===== src/rtl/shift_add_multiplier_pkg.sv =====
// ============================================================================
// Module   : shift_add_multiplier_pkg
// Brief    : Shared state encoding and default width for the shift-add multiplier
// Revision : 1.0
// ============================================================================
`default_nettype none

package shift_add_multiplier_pkg;

  localparam int WIDTH_DEFAULT = 8;

  typedef enum logic [1:0] {
    IDLE = 2'b00,
    RUN  = 2'b01,
    DONE = 2'b10
  } state_t;

endpackage

`default_nettype wire


===== src/rtl/shift_add_multiplier_if.sv =====
// ============================================================================
// Module   : shift_add_multiplier_if
// Brief    : Start/done request bus between control logic and the multiplier
// Revision : 1.0
// ============================================================================
`default_nettype none

interface shift_add_multiplier_if #(
  parameter int WIDTH = 8
);
  logic               start;
  logic [WIDTH-1:0]   a;
  logic [WIDTH-1:0]   b;
  logic               ready;
  logic               busy;
  logic               done;
  logic [2*WIDTH-1:0] product;

  modport master (
    output start, a, b,
    input  ready, busy, done, product
  );

  modport slave (
    input  start, a, b,
    output ready, busy, done, product
  );
endinterface

`default_nettype wire


===== src/rtl/shift_add_multiplier_adder_rc8.sv =====
// ============================================================================
// Module   : adder_rc8
// Brief    : Combinational ripple-carry adder built from per-bit full adders
// Revision : 1.0
// ============================================================================
`default_nettype none

module adder_rc8 #(
  parameter int WIDTH = 8
) (
  input  logic             cin,
  input  logic [WIDTH-1:0] a,
  input  logic [WIDTH-1:0] b,
  output logic             cout,
  output logic [WIDTH-1:0] s
);

  logic [WIDTH:0] carry;

  assign carry[0] = cin;

  genvar i;
  generate
    for (i = 0; i < WIDTH; i++) begin : g_bit
      assign s[i]       = a[i] ^ b[i] ^ carry[i];
      assign carry[i+1] = (a[i] & b[i]) | (carry[i] & (a[i] ^ b[i]));
    end
  endgenerate

  assign cout = carry[WIDTH];

endmodule

`default_nettype wire


===== src/rtl/shift_add_multiplier.sv =====
// ============================================================================
// Module   : shift_add_multiplier
// Brief    : Sequential unsigned radix-2 shift-and-add multiplier, one bit/clock
// Revision : 1.0
// ============================================================================
`default_nettype none

module shift_add_multiplier
  import shift_add_multiplier_pkg::*;
#(
  parameter int WIDTH = WIDTH_DEFAULT
) (
  input  logic                  clk,
  input  logic                  rst_n,
  shift_add_multiplier_if.slave bus
);

  localparam int              CNT_W = $clog2(WIDTH) + 1;
  localparam logic [CNT_W-1:0] LAST = CNT_W'(WIDTH - 1);

  state_t               state;
  logic [WIDTH-1:0]     m;
  logic [2*WIDTH-1:0]   p;
  logic [CNT_W-1:0]     cnt;
  logic [2*WIDTH-1:0]   result;

  logic                 add_cout;
  logic [WIDTH-1:0]     add_sum;
  logic [2*WIDTH-1:0]   p_next;

  adder_rc8 #(.WIDTH(WIDTH)) u_adder (
    .cin  (1'b0),
    .a    (p[2*WIDTH-1:WIDTH]),
    .b    (m),
    .cout (add_cout),
    .s    (add_sum)
  );

  // Carry-out becomes the new MSB, so the shifted partial product never loses a bit.
  always_comb begin
    p_next = {1'b0, p[2*WIDTH-1:1]};
    if (p[0]) begin
      p_next = {add_cout, add_sum, p[WIDTH-1:1]};
    end
  end

  always_ff @(posedge clk or negedge rst_n) begin
    if (!rst_n) begin
      state  <= IDLE;
      m      <= '0;
      p      <= '0;
      cnt    <= '0;
      result <= '0;
    end else begin
      case (state)
        IDLE, DONE: begin
          if (bus.start) begin
            m     <= bus.a;
            p     <= {{WIDTH{1'b0}}, bus.b};
            cnt   <= '0;
            state <= RUN;
          end else begin
            state <= IDLE;
          end
        end
        RUN: begin
          p   <= p_next;
          cnt <= cnt + 1'b1;
          if (cnt == LAST) begin
            result <= p_next;
            state  <= DONE;
          end
        end
        default: state <= IDLE;
      endcase
    end
  end

  assign bus.ready   = (state == IDLE) || (state == DONE);
  assign bus.busy    = (state == RUN);
  assign bus.done    = (state == DONE);
  assign bus.product = result;

endmodule

`default_nettype wire


===== src/flat_wrapper.sv =====
// flat-port wrapper written by rule: the top's interface ports become plain ports
module shift_add_multiplier_flat import shift_add_multiplier_pkg::*;
#(
  parameter int WIDTH = WIDTH_DEFAULT
)
  (clk, rst_n, bus_start, bus_a, bus_b, bus_ready, bus_busy, bus_done, bus_product);
  shift_add_multiplier_if #(.WIDTH(WIDTH)) bus_i ();
  input  logic clk;
  input  logic rst_n;
  input wire logic [$bits(bus_i.start)-1:0] bus_start;
  input wire logic [$bits(bus_i.a)-1:0] bus_a;
  input wire logic [$bits(bus_i.b)-1:0] bus_b;
  output wire logic [$bits(bus_i.ready)-1:0] bus_ready;
  output wire logic [$bits(bus_i.busy)-1:0] bus_busy;
  output wire logic [$bits(bus_i.done)-1:0] bus_done;
  output wire logic [$bits(bus_i.product)-1:0] bus_product;
  assign bus_i.start = bus_start;
  assign bus_i.a = bus_a;
  assign bus_i.b = bus_b;
  assign bus_ready = bus_i.ready;
  assign bus_busy = bus_i.busy;
  assign bus_done = bus_i.done;
  assign bus_product = bus_i.product;
  shift_add_multiplier #(.WIDTH(WIDTH)) u_core (.clk(clk), .rst_n(rst_n), .bus(bus_i));
endmodule

===== config.mk =====
export PLATFORM = sky130hd
export DESIGN_NAME = shift_add_multiplier_flat
export DESIGN_NICKNAME = d
export VERILOG_FILES = /design/src/rtl/shift_add_multiplier_pkg.sv /design/src/rtl/shift_add_multiplier_if.sv /design/src/rtl/shift_add_multiplier_adder_rc8.sv /design/src/rtl/shift_add_multiplier.sv /design/src/flat_wrapper.sv
export SDC_FILE = /design/constraint.sdc
export NUM_CORES = 1
export LEC_CHECK = 0
export CORE_ASPECT_RATIO = 1.75
export CORE_MARGIN = 8
export CORE_UTILIZATION = 35
export CTS_CLUSTER_SIZE = 24
export DETAILED_ROUTE_END_ITERATION = 12
export GPL_TIMING_DRIVEN = 0
export PLACE_DENSITY_LB_ADDON = 0.1
export RECOVER_POWER = 100
export SLEW_MARGIN = 20
export SYNTH_ARGS = -nofsm -noshare
export SYNTH_HDL_FRONTEND = slang
export SYNTH_HIERARCHICAL = 1
export SYNTH_SLANG_ARGS = --single-unit

===== constraint.sdc =====
create_clock -name clk -period 6.3 [get_ports clk]
set_input_delay 1.26 -clock clk [delete_from_list [all_inputs] [get_ports clk]]
set_output_delay 1.26 -clock clk [all_outputs]
set_load 0.01 [all_outputs]

==> results.json, run 1 <==
{
  "hp-start": "u_core/m[1]",
  "die_x_um": 75.3,
  "power.density_nw_per_um2": 493,
  "synth_cells": 176,
  "final_cells": 302,
  "final_cell_area_um2": 2650,
  "p_clk_share_pct": 14.2,
  "crit_path_frequent_cell": "fa_1",
  "cp.arrival_ns": 4.28,
  "seqPwrFrac_pct": 40.0,
  "hp-class": "reg -> reg",
  "antenna_cells": 0,
  "post_cts_resized": 0,
  "total_power_mw": 1.31,
  "swShare_pct": 37.3,
  "hold_path_end": "u_core/m[1]",
  "worstSetupPathType": "reg -> reg",
  "status": "finished, violations left",
  "post_drt_wl_per_cell_um": 16.2,
  "dp_hpwl_um": 3620,
  "grt_pass1_vias": 1666,
  "reg2regPathDepth": 14,
  "hold_path_depth": 2,
  "gp_congestion": 0.750,
  "antenna_found_initial": 0,
  "totalWireLength_um": 4880,
  "drive_above_1_share_pct": 9.91,
  "p_sw_mw": 0.487,
  "setup_viol": 0,
  "drc_errors": 0,
  "finalSetupTns_ns": 0,
  "ys_ff_latch": 46,
  "nets": 249,
  "period_share_pct": 65.0,
  "via_per_inst": 4.79,
  "crit_required_ns": 6.49,
  "dpl.cell_count": 294,
  "final_common_cell": "dfrtp_1",
  "final_cell_mix": "dfrtp_1, nand2_1, dlygate4sd3_1",
  "relSlewSlack_pct": -13.7,
  "die_area_um2": 9020,
  "clock_latency_ns": 0.30,
  "postSynth.asyncResetShare_pct": 100,
  "design.portCount": 38,
  "cp_cell_sequence": "fa_1, inv_1, fa_1, inv_1, fa_1, fa_1, fa_1, fa_1, fa_1, inv_1, fa_1, inv_1, mux2_1, mux2_1",
  "vias": 1446,
  "r2r_slack_ns": 2.20,
  "rsz0062_at_grt": "no",
  "root_buffer": "clkbuf_8",
  "crit_fanout": 3,
  "initial_core_util_pct": 35.4,
  "clock_skew_ns": 0.00853,
  "path_clk_slew_ns": 0.09,
  "timing.rr.start": "u_core/p[8]",
  "clock-sinks": 46,
  "worst_pin_slew_ns": 1.71,
  "min_period_ns": 4.10,
  "intPower_mw": 0.819,
  "cts_hold_buf": 0,
  "portBuffers": 37,
  "synth-main-ff-cell": "dfrtp_1",
  "cts-htree-levels": 2,
  "drtIter0Drc": 54,
  "dr.pass1.iters": 4,
  "cp-start-kind": "flop",
  "cellLeakagePower_nw": 1.27,
  "synth.cell_area_um2": 2150,
  "dpl_cell_area_um2": 2640,
  "grt-ovfl-total": 0,
  "rr_endpoint": "u_core/bus.product[14]",
  "cp-end-kind": "flop",
  "grt_pass1_wl_um": 8370,
  "syn-num-nets": 204,
  "grt_start_max_net_pins": 32,
  "slowest_delay_ns": 0.42,
  "final_max_slew_viol_count": 32,
  "post_cts_buffers": 0,
  "avgSynthCellArea_um2": 12.2,
  "ys_warn_count": 6,
  "core_um2": 6090,
  "power.share.combinational_pct": 45.8,
  "slowest_stage": "dfrtp_1",
  "synth_edf_count": 0,
  "rows": 38,
  "violations": "max-capacitance violations, max-slew violations",
  "ys_seq_area_share_pct": 53.4,
  "ir_drop_mv": 0.223,
  "cts_tree": "yes",
  "dieHeight_um": 120,
  "cap_violations": 1,
  "area_growth_pct": 23.1,
  "hold_viol_final": 0,
  "clockBufferDepth": 2,
  "grtUsageTotal_pct": 12.1,
  "cts-buffers-inserted": 5,
  "ys_types": 26,
  "postRouteAntennaNets": 0,
  "fmax_mhz": 244
}
==> cell families (layout without fill, tap and decap cells) <==
kind of cell	Yosys count	after routing	synth area share, %
other	1	1	0.174
AOI/OAI and AO/OA	19	19	7.03
and+or+nand+nor	52	52	11.2
buffers and inverters	22	68	4.88
muxes	27	27	15.3
adders and majority gates	9	9	8.01
DFF	46	46	53.4
==> worst max-delay path, delay by kind of cell (launching register included) <==
kind | cells | cell delay (ns)
adders and majority gates | 8 | 2.72
muxes | 2 | 0.61
DFF | 1 | 0.42
buffers and inverters | 4 | 0.24
==> worst max path at each step <==
stage	end	start	slack, ns
floorplan	u_core/bus.product[14]	u_core/p[8]	2.52
global placement	u_core/bus.product[14]	u_core/p[8]	2.35
detailed placement	u_core/bus.product[14]	u_core/p[8]	2.30
CTS	u_core/bus.product[14]	u_core/p[8]	2.28
global route	u_core/bus.product[14]	u_core/p[8]	2.06
finish	u_core/bus.product[14]	u_core/p[8]	2.20
==> power groups by stage <==
| stage | logic (mW) | clock network (mW) | registers (mW) |
|---|---|---|---|
| floorplan | 0.414 | 0 | 0.532 |
| global placement | 0.651 | 0 | 0.529 |
| detailed placement | 0.670 | 0 | 0.534 |
| CTS | 0.672 | 0.195 | 0.530 |
| global route | 0.680 | 0.206 | 0.543 |
| finish | 0.598 | 0.186 | 0.523 |
==> per-stage QoR <==
| stage | setup WS [ns] | hold slack (ns) | utilization, % |
|---|---|---|---|
| floorplan | 2.52 | 0.446 | - |
| global placement | 2.35 | 0.471 | 43.1 |
| detailed placement | 2.30 | 0.465 | 43.4 |
| CTS | 2.28 | 0.487 | 44.9 |
| global route | 2.06 | 0.507 | 43.6 |
| finish | 2.20 | 0.487 | 43.6 |
==> flip-flops by register name, summed over array words and instances, names as in the netlist <==
name and cells:
u_core/p 16, u_core/cnt 4, u_core/state 2, u_core/m 8, u_core/bus.product 16
==> synth_stat cells (2+ instances only) <==
cell type	number	share of area [%]
inv_1	13	2.3
buf_2	5	1.2
mux2i_1	3	1.4
nand2_1	36	6.3
mux2_2	16	8.4
fa_1	8	7.4
nand3_1	8	1.9
o21ai_0	2	0.46
dfrtp_1	46	53
and2b_1	2	0.70
mux2_4	8	5.6
a22oi_1	7	2.4
buf_1	2	0.35
a22o_1	8	3.3
==> layout make-up <==
| cell class | instances | area (um2) |
|---|---|---|
| buffer | 9 | 35.0 |
| fill | 657 | 3430 |
| tap | 80 | 100 |
| timing repair buffer | 38 | 368 |
| clock inverter | 1 | 5.00 |
| multi-input combinational | 108 | 858 |
| sequential | 46 | 1150 |
| clock buffer | 7 | 86.3 |
| inverter | 13 | 48.8 |
==> layer usage <==
layer | GRT usage, % | part of all wire [%]
met3 | 3.09 | 4.7
met4 | 4.36 | 1.6
met2 | 20.9 | 53
met5 | 0 | 0
met1 | 13.7 | 41
(Power assumes the default switching activity.)
==> run 2, diff against run 1 <==
==> constraint.sdc (replaced) <==
create_clock -name clk -period 3.95 [get_ports clk]
set_input_delay 0.79 -clock clk [delete_from_list [all_inputs] [get_ports clk]]
set_output_delay 0.79 -clock clk [all_outputs]
set_load 0.01 [all_outputs]
==> run 2 against run 1 <==
Effect of this change:
- the run still ends with max-capacitance violations, max-slew violations left
- sequential power up 60%
- first-iteration DRC count shrank 7.4%
- die area is the same
==> results.json, run 2 (synthesis results as in run 1) <==
{
  "clock-sinks": 46,
  "min_period_ns": 3.77,
  "final_cells": 303,
  "totalWireLength_um": 4870,
  "hold_path_end": "u_core/m[1]",
  "cp-end-kind": "flop",
  "timing.rr.start": "u_core/p[8]",
  "slowest_stage": "dfrtp_1",
  "antenna_found_initial": 0,
  "design.portCount": 38,
  "cp_num_cells": 14,
  "grt_start_max_net_pins": 32,
  "nets": 250,
  "final_cell_mix": "dfrtp_1, nand2_1, dlygate4sd3_1",
  "dieHeight_um": 120,
  "power.density_nw_per_um2": 788,
  "rr_endpoint": "u_core/bus.product[14]",
  "final_util_pct": 44.1,
  "core_um2": 6090,
  "hold_path_depth": 2,
  "worst_pin_slew_ns": 1.71,
  "drc_errors": 0,
  "reg2regPathDepth": 14,
  "postRouteAntennaNets": 0,
  "r2r_slack_ns": 0.18,
  "drive_above_1_share_pct": 13.5,
  "root_buffer": "clkbuf_8",
  "fmax_mhz": 265,
  "critPathBufInv": 4,
  "crit_fanout": 2,
  "violations": "max-capacitance violations, max-slew violations",
  "swShare_pct": 37.0,
  "cts_hold_buf": 0,
  "area_growth_pct": 24.4,
  "cts-buffers-inserted": 5,
  "cts-htree-levels": 2,
  "p_sw_mw": 0.783,
  "hp-start": "u_core/m[1]",
  "cp_cell_sequence": "fa_1, inv_1, fa_1, inv_1, fa_2, fa_2, fa_2, fa_2, fa_1, inv_1, fa_1, inv_1, mux2_2, mux2_4",
  "finalSetupTns_ns": 0,
  "final_common_cell": "dfrtp_1",
  "die_area_um2": 9020,
  "intPower_mw": 1.33,
  "ir_drop_mv": 0.361,
  "rsz0062_at_grt": "no",
  "cap_violations": 1,
  "worstSetupPathType": "reg -> reg",
  "dr.pass1.iters": 4,
  "multi_input_area_um2": 880,
  "clock_latency_ns": 0.30,
  "via_per_inst": 4.80,
  "dpl.cell_count": 294,
  "crit_required_ns": 4.14,
  "hp-class": "reg -> reg",
  "clock_skew_ns": 0.00893,
  "cellLeakagePower_nw": 1.28,
  "cts_tree": "yes",
  "dp_hpwl_um": 3620,
  "cpLargestDelayFamily": "adder cells",
  "grt-ovfl-total": 0,
  "clockBufferDepth": 2,
  "grtUsageTotal_pct": 12.1,
  "initial_core_util_pct": 35.4,
  "path_clk_slew_ns": 0.09,
  "period_share_pct": 95.5,
  "die_x_um": 75.3,
  "p_clk_share_pct": 14.0,
  "grt_pass1_vias": 1664,
  "cp.arrival_ns": 3.96,
  "n_fill_cell": 653,
  "rows": 38,
  "vias": 1453,
  "seqPwrFrac_pct": 39.6,
  "status": "finished, violations left",
  "cp-start-kind": "flop",
  "seqCellArea_um2": 1150,
  "power.share.combinational_pct": 46.4,
  "grt_pass1_wl_um": 8360,
  "post_drt_wl_per_cell_um": 16.1,
  "portBuffers": 37,
  "drtIter0Drc": 50,
  "antenna_cells": 0,
  "final_max_slew_viol_count": 32,
  "relSlewSlack_pct": -14.1,
  "setup_viol": 0,
  "slowest_delay_ns": 0.42,
  "hold_viol_final": 0,
  "gp_congestion": 0.750
}
run 2: cell count changes in the layout (fill, tap and decap cells not counted):
cell    delta
fa_1       -4
fa_2       +4
mux2_1     -3
mux2_4     +3
buf_4      +1
run 2: power groups by stage:
stage / combinational (mW) / clock [mW] / sequential [mW]
2_1_floorplan: 0.660 / 0 / 0.848
3_3_place_gp: 1.04 / 0 / 0.844
3_5_place_dp: 1.07 / 0 / 0.852
4_1_cts: 1.08 / 0.311 / 0.846
5_1_grt: 1.12 / 0.329 / 0.867
6_report: 0.980 / 0.296 / 0.837
run 2: worst max-delay path by stage:
stage                            from                      to  slack, ns
after floorplan           u_core/p[8]  u_core/bus.product[14]       0.17
after global placement    u_core/p[8]  u_core/bus.product[14]      0.004
after detailed placement  u_core/p[8]  u_core/bus.product[14]      -0.05
after CTS                 u_core/p[8]  u_core/bus.product[14]       0.04
after global routing      u_core/p[8]  u_core/bus.product[14]       0.05
final                     u_core/p[8]  u_core/bus.product[14]       0.18
run 2: worst reg2reg max path: stages (launching register included):
cell and delay [ns]:
dfrtp_1 0.42, fa_1 0.42, inv_1 0.07, fa_1 0.16, inv_1 0.06, fa_2 0.34
fa_2 0.35, fa_2 0.35, fa_2 0.35, fa_1 0.37, inv_1 0.08, fa_1 0.15
inv_1 0.04, mux2_2 0.27, mux2_4 0.25
run 2: cell type report:
cell class | instances | share of cell area, %
Timing Repair Buffer | 39 | 14.0
Inverter | 13 | 1.82
Tap cell | 80 | 3.73
Clock inverter | 1 | 0.187
Clock buffer | 7 | 3.22
Sequential cell | 46 | 42.9
Multi-Input combinational cell | 108 | 32.8
Buffer | 9 | 1.31
run 2: through the flow:
stage          hold slack (ns)  power (mW)  setup slack, ns  cell area (um2)
2_1_floorplan            0.446        1.51            0.169             2150
3_3_place_gp             0.471        1.88          0.00415             2630
3_5_place_dp             0.465        1.92          -0.0540             2640
4_1_cts                  0.404        2.23           0.0403             2740
5_1_grt                  0.507        2.31           0.0463             2680
6_report                 0.487        2.11            0.177             2680
run 2: per-layer routing:
| metal | track usage (%) | routed length, um | up-vias |
|---|---|---|---|
| met5 | 0 | 0 | - |
| met4 | 4.36 | 76 | 0 |
| met3 | 3.09 | 230 | 6 |
| met2 | 21.0 | 2610 | 35 |
| met1 | 13.6 | 1960 | 731 |
| li1 | - | - | 681 |
run 2: repair_timing:
item,in CTS,in global routing
setup buffers,0,1
resized for setup,2,2
endpoints found under the setup margin,2,2
cloned,0,0
